`src/rtl/uart_link_pkg.sv`:
```
// Shared encodings and constants for the uart_link block.
// UART_LINK_PARITY_EN adds the parity states to both FSMs.
package uart_link_pkg;

  localparam int unsigned FrameBits   = 8;
  localparam int unsigned BaudDefault = 104;

`ifdef UART_LINK_PARITY_EN
  typedef enum logic [4:0] {
    RxIdle   = 5'b00001,
    RxStart  = 5'b00010,
    RxData   = 5'b00100,
    RxParity = 5'b01000,
    RxStop   = 5'b10000
  } rx_state_e;

  typedef enum logic [4:0] {
    TxIdle   = 5'b00001,
    TxStart  = 5'b00010,
    TxData   = 5'b00100,
    TxParity = 5'b01000,
    TxStop   = 5'b10000
  } tx_state_e;
`else
  typedef enum logic [3:0] {
    RxIdle  = 4'b0001,
    RxStart = 4'b0010,
    RxData  = 4'b0100,
    RxStop  = 4'b1000
  } rx_state_e;

  typedef enum logic [3:0] {
    TxIdle  = 4'b0001,
    TxStart = 4'b0010,
    TxData  = 4'b0100,
    TxStop  = 4'b1000
  } tx_state_e;
`endif

endpackage

```
`src/rtl/byte_fifo.sv`:
```
// Circular FIFO with extra-MSB pointers; a push into a full FIFO only lands
// when a pop happens in the same cycle.
module byte_fifo #(
  parameter int unsigned Depth = 4,
  parameter int unsigned Width = 8
) (
  input  logic             clock,
  input  logic             reset,
  input  logic             push_i,
  input  logic [Width-1:0] push_data_i,
  input  logic             pop_i,
  output logic [Width-1:0] head_o,
  output logic             full_o,
  output logic             empty_o
);

  localparam int unsigned AddrW = $clog2(Depth);

  logic [AddrW:0]   wr_ptr_q, rd_ptr_q;
  logic [Width-1:0] mem_q [Depth];
  logic             do_push, do_pop;

  assign empty_o = (wr_ptr_q == rd_ptr_q);
  assign full_o  = (wr_ptr_q[AddrW] != rd_ptr_q[AddrW]) &&
                   (wr_ptr_q[AddrW-1:0] == rd_ptr_q[AddrW-1:0]);
  assign do_pop  = pop_i && !empty_o;
  assign do_push = push_i && (!full_o || do_pop);
  assign head_o  = mem_q[rd_ptr_q[AddrW-1:0]];

  always_ff @(posedge clock) begin
    if (!reset) begin
      wr_ptr_q <= '0;
      rd_ptr_q <= '0;
    end else begin
      if (do_push) wr_ptr_q <= wr_ptr_q + 1'b1;
      if (do_pop)  rd_ptr_q <= rd_ptr_q + 1'b1;
    end
  end

  always_ff @(posedge clock) begin
    if (do_push) mem_q[wr_ptr_q[AddrW-1:0]] <= push_data_i;
  end

endmodule

```
`src/rtl/uart_link.sv`:
```
// Byte UART link: synchronised RX into a byte_fifo, TX serialiser, sticky errors.
// Define UART_LINK_PARITY_EN for even-parity frames in both directions.
module uart_link
  import uart_link_pkg::*;
#(
  parameter int unsigned CLKS_PER_BIT = BaudDefault,
  parameter int unsigned FIFO_DEPTH   = 4
) (
  input  logic       clock,
  input  logic       reset,
  input  logic       uart_rx,
  output logic       uart_tx,
  output logic [7:0] read_data_o,
  output logic       read_valid_o,
  input  logic       read_ready_i,
  input  logic [7:0] write_data_i,
  input  logic       write_valid_i,
  output logic       write_ready_o,
  output logic       error_framing_o,
  output logic       error_overflow_o,
  output logic       error_parity_o
);

  localparam int unsigned       TimerW  = $clog2(CLKS_PER_BIT);
  localparam logic [TimerW-1:0] BitEnd  = TimerW'(CLKS_PER_BIT - 1);
  localparam logic [TimerW-1:0] HalfEnd = TimerW'(CLKS_PER_BIT / 2 - 1);
  localparam logic [2:0]        LastBit = 3'(FrameBits - 1);

  logic              rx_meta_q, rx_sync_q;
  rx_state_e         rx_state_q, rx_state_d;
  logic [TimerW-1:0] rx_timer_q, rx_timer_d;
  logic [2:0]        rx_bit_q, rx_bit_d;
  logic [7:0]        rx_shift_q, rx_shift_d;
  logic              rx_push, framing_set, overflow_set;
  logic              framing_err_q, overflow_err_q;

  tx_state_e         tx_state_q, tx_state_d;
  logic [TimerW-1:0] tx_timer_q, tx_timer_d;
  logic [2:0]        tx_bit_q, tx_bit_d;
  logic [7:0]        tx_shift_q, tx_shift_d;

  logic [7:0] fifo_head;
  logic       fifo_full, fifo_empty, fifo_pop;

`ifdef UART_LINK_PARITY_EN
  logic rx_par_bad_q, rx_par_bad_d, parity_set, parity_err_q;
  logic tx_par_q, tx_par_d;
`endif

  // RX next state
  always_comb begin
    rx_state_d  = rx_state_q;
    rx_timer_d  = rx_timer_q + TimerW'(1);
    rx_bit_d    = rx_bit_q;
    rx_shift_d  = rx_shift_q;
    rx_push     = 1'b0;
    framing_set = 1'b0;
`ifdef UART_LINK_PARITY_EN
    rx_par_bad_d = rx_par_bad_q;
    parity_set   = 1'b0;
`endif
    unique case (rx_state_q)
      RxIdle: begin
        rx_timer_d = '0;
        if (!rx_sync_q) rx_state_d = RxStart;
      end
      RxStart: begin
        if (rx_timer_q == HalfEnd) begin
          rx_timer_d = '0;
          rx_bit_d   = '0;
`ifdef UART_LINK_PARITY_EN
          rx_par_bad_d = 1'b0;
`endif
          // A start bit that is high again at mid-bit was only a glitch.
          rx_state_d = rx_sync_q ? RxIdle : RxData;
        end
      end
      RxData: begin
        if (rx_timer_q == BitEnd) begin
          rx_timer_d = '0;
          rx_shift_d = {rx_sync_q, rx_shift_q[7:1]};
          rx_bit_d   = rx_bit_q + 3'd1;
          if (rx_bit_q == LastBit) begin
`ifdef UART_LINK_PARITY_EN
            rx_state_d = RxParity;
`else
            rx_state_d = RxStop;
`endif
          end
        end
      end
`ifdef UART_LINK_PARITY_EN
      RxParity: begin
        if (rx_timer_q == BitEnd) begin
          rx_timer_d   = '0;
          rx_par_bad_d = (rx_sync_q != ^rx_shift_q);
          parity_set   = rx_par_bad_d;
          rx_state_d   = RxStop;
        end
      end
`endif
      RxStop: begin
        if (rx_timer_q == BitEnd) begin
          rx_timer_d = '0;
          rx_state_d = RxIdle;
          if (rx_sync_q) begin
`ifdef UART_LINK_PARITY_EN
            rx_push = !rx_par_bad_q;
`else
            rx_push = 1'b1;
`endif
          end else begin
            framing_set = 1'b1;
          end
        end
      end
      default: rx_state_d = RxIdle;
    endcase
  end

  // TX next state and line drive
  always_comb begin
    tx_state_d = tx_state_q;
    tx_timer_d = tx_timer_q + TimerW'(1);
    tx_bit_d   = tx_bit_q;
    tx_shift_d = tx_shift_q;
    uart_tx    = 1'b1;
`ifdef UART_LINK_PARITY_EN
    tx_par_d = tx_par_q;
`endif
    unique case (tx_state_q)
      TxIdle: begin
        tx_timer_d = '0;
        if (write_valid_i) begin
          tx_shift_d = write_data_i;
          tx_state_d = TxStart;
`ifdef UART_LINK_PARITY_EN
          tx_par_d = ^write_data_i;
`endif
        end
      end
      TxStart: begin
        uart_tx = 1'b0;
        if (tx_timer_q == BitEnd) begin
          tx_timer_d = '0;
          tx_bit_d   = '0;
          tx_state_d = TxData;
        end
      end
      TxData: begin
        uart_tx = tx_shift_q[0];
        if (tx_timer_q == BitEnd) begin
          tx_timer_d = '0;
          tx_shift_d = {1'b0, tx_shift_q[7:1]};
          tx_bit_d   = tx_bit_q + 3'd1;
          if (tx_bit_q == LastBit) begin
`ifdef UART_LINK_PARITY_EN
            tx_state_d = TxParity;
`else
            tx_state_d = TxStop;
`endif
          end
        end
      end
`ifdef UART_LINK_PARITY_EN
      TxParity: begin
        uart_tx = tx_par_q;
        if (tx_timer_q == BitEnd) begin
          tx_timer_d = '0;
          tx_state_d = TxStop;
        end
      end
`endif
      TxStop: begin
        if (tx_timer_q == BitEnd) begin
          tx_timer_d = '0;
          tx_state_d = TxIdle;
        end
      end
      default: tx_state_d = TxIdle;
    endcase
  end

  always_ff @(posedge clock) begin
    if (!reset) begin
      rx_meta_q  <= 1'b1;
      rx_sync_q  <= 1'b1;
      rx_state_q <= RxIdle;
      rx_timer_q <= '0;
      rx_bit_q   <= '0;
      rx_shift_q <= '0;
      tx_state_q <= TxIdle;
      tx_timer_q <= '0;
      tx_bit_q   <= '0;
      tx_shift_q <= '0;
    end else begin
      rx_meta_q  <= uart_rx;
      rx_sync_q  <= rx_meta_q;
      rx_state_q <= rx_state_d;
      rx_timer_q <= rx_timer_d;
      rx_bit_q   <= rx_bit_d;
      rx_shift_q <= rx_shift_d;
      tx_state_q <= tx_state_d;
      tx_timer_q <= tx_timer_d;
      tx_bit_q   <= tx_bit_d;
      tx_shift_q <= tx_shift_d;
    end
  end

  assign fifo_pop     = read_ready_i && !fifo_empty;
  assign overflow_set = rx_push && fifo_full && !fifo_pop;

  always_ff @(posedge clock) begin
    if (!reset) begin
      framing_err_q  <= 1'b0;
      overflow_err_q <= 1'b0;
    end else begin
      if (framing_set)  framing_err_q  <= 1'b1;
      if (overflow_set) overflow_err_q <= 1'b1;
    end
  end

`ifdef UART_LINK_PARITY_EN
  always_ff @(posedge clock) begin
    if (!reset) begin
      rx_par_bad_q <= 1'b0;
      parity_err_q <= 1'b0;
      tx_par_q     <= 1'b0;
    end else begin
      rx_par_bad_q <= rx_par_bad_d;
      tx_par_q     <= tx_par_d;
      if (parity_set) parity_err_q <= 1'b1;
    end
  end
  assign error_parity_o = parity_err_q;
`else
  assign error_parity_o = 1'b0;
`endif

  byte_fifo #(
    .Depth (FIFO_DEPTH),
    .Width (8)
  ) u_rx_fifo (
    .clock       (clock),
    .reset       (reset),
    .push_i      (rx_push),
    .push_data_i (rx_shift_q),
    .pop_i       (fifo_pop),
    .head_o      (fifo_head),
    .full_o      (fifo_full),
    .empty_o     (fifo_empty)
  );

  assign read_valid_o     = !fifo_empty;
  assign read_data_o      = fifo_empty ? 8'h00 : fifo_head;
  assign write_ready_o    = (tx_state_q == TxIdle);
  assign error_framing_o  = framing_err_q;
  assign error_overflow_o = overflow_err_q;

endmodule

```
`config.mk`:
```
export PLATFORM = sky130hd
export DESIGN_NAME = uart_link
export DESIGN_NICKNAME = d
export VERILOG_FILES = /design/src/rtl/uart_link_pkg.sv /design/src/rtl/byte_fifo.sv /design/src/rtl/uart_link.sv
export SDC_FILE = /design/constraint.sdc
export NUM_CORES = 1
export LEC_CHECK = 0
export ABC_AREA = 1
export CAP_MARGIN = 20
export CORE_MARGIN = 2
export CORE_UTILIZATION = 28
export CTS_CLUSTER_SIZE = 20
export DETAILED_ROUTE_END_ITERATION = 10
export PLACE_DENSITY_LB_ADDON = 0.1
export SYNTH_ARGS = -nofsm -noshare
export SYNTH_HDL_FRONTEND = slang
export SYNTH_SLANG_ARGS = --single-unit
```
`constraint.sdc`:
```
create_clock -name clock -period 2.6 [get_ports clock]
set_input_delay 0.39 -clock clock [delete_from_list [all_inputs] [get_ports clock]]
set_output_delay 0.39 -clock clock [all_outputs]
set_load 0.02 [all_outputs]
```
# == Word-level counts from Yosys, hierarchy flattened ==
# Memories as Yosys holds them, arrays and structs flattened. A register that Yosys moved wholly into a read port is not among the register bits.
# Index checks and enable logic that the tools add are counted.
# op_classes
mux,39
n_reduce_logical,21
addsub,6
n_eq_ne,26
# op_table
cell,count
$mux W4,10
$pmux W4 S4,2
$mux W8,3
$mux W7,3
$pmux W7 S3,1
$ne A2 B2 Y1 const B,10
$pmux W8 S2,1
$mux W3,5
$add A7 B1 Y7 const B,2
$eq A7 B7 Y1 const B,2
$pmux W7 S2,1
$add A3 B1 Y3 const B,4
$pmux W3 S2,2
$reduce_and A5 Y1,2
$reduce_and A3 Y1,3
$eq A4 B1 Y1 const B,2
$eq A4 B2 Y1 const B,2
$eq A4 B3 Y1 const B,2
$eq A4 B4 Y1 const B,2
$mux W1,8
$eq A7 B6 Y1 const B,1
$eq A3 B3 Y1 const B,2
$logic_and A1 B1 Y1,6
$reduce_bool A2 Y1,3
10 further kinds,13
# totals
ff_bits,54
mem_bits_rw,32
n_memories,1
word_cells,107
inputBits,13
# mem_list
memory,depth,word_bits,rd,rd_clocked_by_memory_dff,wr,line_no,source
u_rx_fifo.mem_q,4,8,1,1,1,byte_fifo.sv:20,logic [Width-1:0] mem_q [Depth];

# == Longest topological paths before layout ==
# Gate-level depths: netlist of the first run.
# depth
depth_word,8
mapped_depth,9

# == Cells and area by module ==
# From an unflattened synthesis of the first run, not the netlist that was laid out.
# unflattened
cells_unflattened,478
area_unflattened_um2,3976.3
# by_module_without_submodules
module,area_each_um2,seq_area_each_um2,n_inst,cells_each
uart_link,2332.2,960.9,1,336
byte_fifo,1644.1,1121.1,1,142

# == Worst setup path before layout of the first run ==
# Ideal clock, no wire load.
# synth_timing
path_type,reg2reg
startpoint,register rx_timer_q[0]
endpoint,memory u_rx_fifo.mem_q[0][0] (enable)
setup_slack_ns,0.749
path_stages_with_launch,8
arrival_time_ns,1.481
path_buffers,0
path_cell_list,dfxtp_1 > ha_1 > nand2_1 > inv_1 > nand3_1 > nor3_1 > nand2_1 > nor2_1
# synth_via
elab_chain_len,6
# synth_rtl
item,line_no,source
start: declaration,uart_link.sv:31,"logic [TimerW-1:0] rx_timer_q, rx_timer_d;"
start signal: assignment,uart_link.sv:200,rx_timer_q <= rx_timer_d;
$eq A7 B7 Y1,uart_link.sv:103,if (rx_timer_q == BitEnd) begin
$mux W1,uart_link.sv:103,
$mux W1,uart_link.sv:62,unique case (rx_state_q)
$logic_and A1 B1 Y1,byte_fifo.sv:27,assign do_push = push_i && (!full_o || do_pop);
$mux W1,byte_fifo.sv:41,if (do_push) mem_q[wr_ptr_q[AddrW-1:0]] <= push_data_i;
$mux W1 (not written as such),byte_fifo.sv:41,
end: declaration,byte_fifo.sv:20,
# Every way passes these cells.

# == Worst setup path after layout of the first run ==
# layout_timing
startpoint,register u_rx_fifo.wr_ptr_q[1]
endpoint,output port read_data_o[1]
# layout_via
elab_chain_len,2
# layout_rtl
item,line_no,source
start: declaration,byte_fifo.sv:19,"logic [AddrW:0] wr_ptr_q, rd_ptr_q;"
start signal: assignment,byte_fifo.sv:35,if (do_push) wr_ptr_q <= wr_ptr_q + 1'b1;
$eq A3 B3 Y1,byte_fifo.sv:23,assign empty_o = (wr_ptr_q == rd_ptr_q);
$mux W8,uart_link.sv:255,assign read_data_o = fifo_empty ? 8'h00 : fifo_head;
end: declaration,uart_link.sv:13,"output logic [7:0] read_data_o,"
# Every way passes these cells.

==> results of run 1 <==
area by class of cell:
class	count	area (sq um)	area share, %
Sequential cell	88	2080	44.2
Multi-Input combinational cell	317	1620	34.4
Timing Repair Buffer	33	310	6.58
Clock buffer	9	225	4.77
Tap cell	180	225	4.77
Inverter	46	179	3.79
Clock inverter	6	68.8	1.46
registers in the layout, summed over array words and instances, names as in the netlist, named ones only:
name and cells:
error_framing_o 1, error_overflow_o 1, rx_bit_q 3, rx_meta_q 1
rx_shift_q 8, rx_state_q 4, rx_sync_q 1, rx_timer_q 7
tx_bit_q 3, tx_shift_q 8, tx_state_q 4, tx_timer_q 7
u_rx_fifo.mem_q 32, u_rx_fifo.rd_ptr_q 3, u_rx_fifo.wr_ptr_q 3
kinds of logic (layout without fill, tap and decap cells):
kind of cell,Yosys count,count (layout),share of synthesized area (%)
AND/OR/NAND/NOR,241,241,26.4
AO/OA/AOI/OAI,51,51,7.98
adder cells (fa/ha/maj),11,11,3.50
XOR/XNOR,13,13,2.89
buffers and inverters,59,94,6.17
flip-flops,88,88,52.9
other,1,1,0.0953
synth_stat cells:
master / n / share of area [%]
o211ai_1: 1 / 0.19
nor2_4: 1 / 0.29
edfxtp_1: 32 / 24
o21bai_1: 2 / 0.38
nor2_1: 101 / 9.6
ha_1: 11 / 3.5
inv_1: 43 / 4.1
xnor2_1: 3 / 0.67
o22ai_1: 1 / 0.16
inv_2: 3 / 0.29
nand3_1: 17 / 2.2
nand2_2: 3 / 0.48
a211oi_1: 1 / 0.19
nand3_2: 1 / 0.25
buf_6: 1 / 0.29
o21a_1: 1 / 0.19
nand2_1: 87 / 8.3
nand3b_1: 8 / 1.5
buf_4: 2 / 0.38
or2_2: 3 / 0.48
nor4_1: 1 / 0.16
a21boi_4: 1 / 0.48
nand4_1: 11 / 1.7
a21oi_1: 14 / 1.8
buf_2: 5 / 0.64
dfxtp_1: 56 / 28
a31oi_1: 1 / 0.16
nor2_2: 1 / 0.16
xor2_1: 10 / 2.2
clkbuf_1: 5 / 0.48
nand3_4: 1 / 0.45
o32ai_1: 8 / 1.8
or2_1: 1 / 0.16
conb_1: 1 / 0.095
o21ai_0: 21 / 2.7
nor3_1: 5 / 0.64
path summary, 6_finish.rpt:
| kind | endpoint | slack, ns | depth (start not counted) |
|---|---|---|---|
| setup / recovery | read_data_o[1] | 0.20 | 6 |
| hold / removal | rx_sync_q | 0.42 | 1 |
| setup reg to reg | u_rx_fifo.mem_q[1][0] | 0.50 | 8 |
| hold reg to reg | rx_sync_q | 0.42 | 1 |
per-stage QoR:
step	hold slack, ns	power, mW
global placement	0.399	2.19
floorplan	0.393	2.04
detailed placement	0.405	2.19
finish	0.420	3.43
CTS	0.421	3.50
global route	0.445	3.66
worst max-delay path, cell delays in order (launching register included):
cell and delay (ns):
dfxtp_1 0.35, xor2_1 0.17, nor2_1 0.22, nand2_2 0.23
nand2_1 0.13, inv_1 0.04, clkdlybuf4s50_1 0.53
metal layers:
metal	wire length [microns]	vias up	track usage [%]
met5	0	-	0
met4	141	0	4.74
met3	358	10	3.81
met2	3520	55	18.8
met1	4220	1354	16.0
li1	-	1582	-
where the power goes:
| part | leakage [nW] | internal [mW] | switching, mW |
|---|---|---|---|
| Clock | 0.142 | 0.743 | 0.535 |
| Sequential | 0.828 | 1.50 | 0.0545 |
| Combinational | 1.07 | 0.230 | 0.372 |
| Total | 2.04 | 2.47 | 0.962 |
==> qor.csv, run 1 <==
metric,value,unit
drv_slew,0,
fillCellCount,1444,
crit_required,2.21,ns
overflow,0,
fp.dieH,123,microns
timing.rr.start,rx_timer_q[0],
first_pass_iters,4,
initial_utilization,28.4,%
drc,0,
htreeDepth,3,
wirelength,8250,microns
cap_violations,0,
worstHoldStart,rx_meta_q,
antenna_found_initial,0,
arrival,2.01,ns
hold_path.class,reg -> reg,
hpwl,5840,microns
die_w,123,microns
ir_drop,0.000312,V
root_buffer,clkbuf_16,
die_area,15000,sq um
yosysUniqueCellTypes,36,
row_count,43,
status,"complete, no violations",
min_period,2.40,ns
path_max_fanout,11,
setup_viol_count_final,0,
cts_buffer_depth,2,
synth_seq_cells,88,
setup_tns,0,ns
final_cell_mix,"nor2_1 (101), nand2_1 (86), dfxtp_1 (54)",
cp-startpoint,u_rx_fifo.wr_ptr_q[1],
fin_worst_skew,0.00521,ns
viasPerCell,4.42,
mostFrequentLayoutCell,nor2_1,
gp_congestion,0.808,
critPathKind,reg -> out,
synth_cells,464,
avgSynthCellArea,8.48,sq um
wl_per_cell,12.1,microns
place_area,4400,sq um
area.growth.synth_to_final,19.9,%
cts_sinks,88,
rsz0062_at_grt,false,
finalCritPeriodShare,92.3,%
placed_cells,664,
powerDensity,728,nW/um^2
cts_tree,built,
fmax,417,MHz
fin_area,4720,sq um
worst_pin_slew,0.541,ns
grt_use_total,12.2,%
seq_area_frac_synth,52.9,%
grt_pass1_vias,2892,
drtIter0Drc,217,
layout_setup_ws,0.201,ns
drive_gt1_share,8.62,%
grt_max_degree,18,
mappedNetlistArea,3930,sq um
fin_util,34.1,%
p_leak,2.04,nW
slew_headroom,63.9,%
port_buffers,25,
clk_pin_slew,0.06,ns
grt_pass1_wl,14000,microns
diodes,0,
pre_cts_ws,0.385,ns
insertion_delay,0.34,ns
cts_resized,0,
antenna_left,0,
layout.nets,519,
crit_path_start_kind,flip-flop,
synth_warnings,0,
layoutNonFillerInstCount,679,
cp-end-kind,primary output,
vias,3001,
cts_setup_buffers,0,
io-pin-count,27,
cts_hold_buf,0,
hold_violations,0,
cts_made_buffers,9,
synthesis.nets,488,
core,13800,sq um
Power figures use the tool's default switching activity.
==> run 2, diff against run 1 <==
- CTS_CLUSTER_SIZE: 20 -> 14
==> results of run 2 <==
The final DEF is identical to that of run 1; final timing and power are the same.
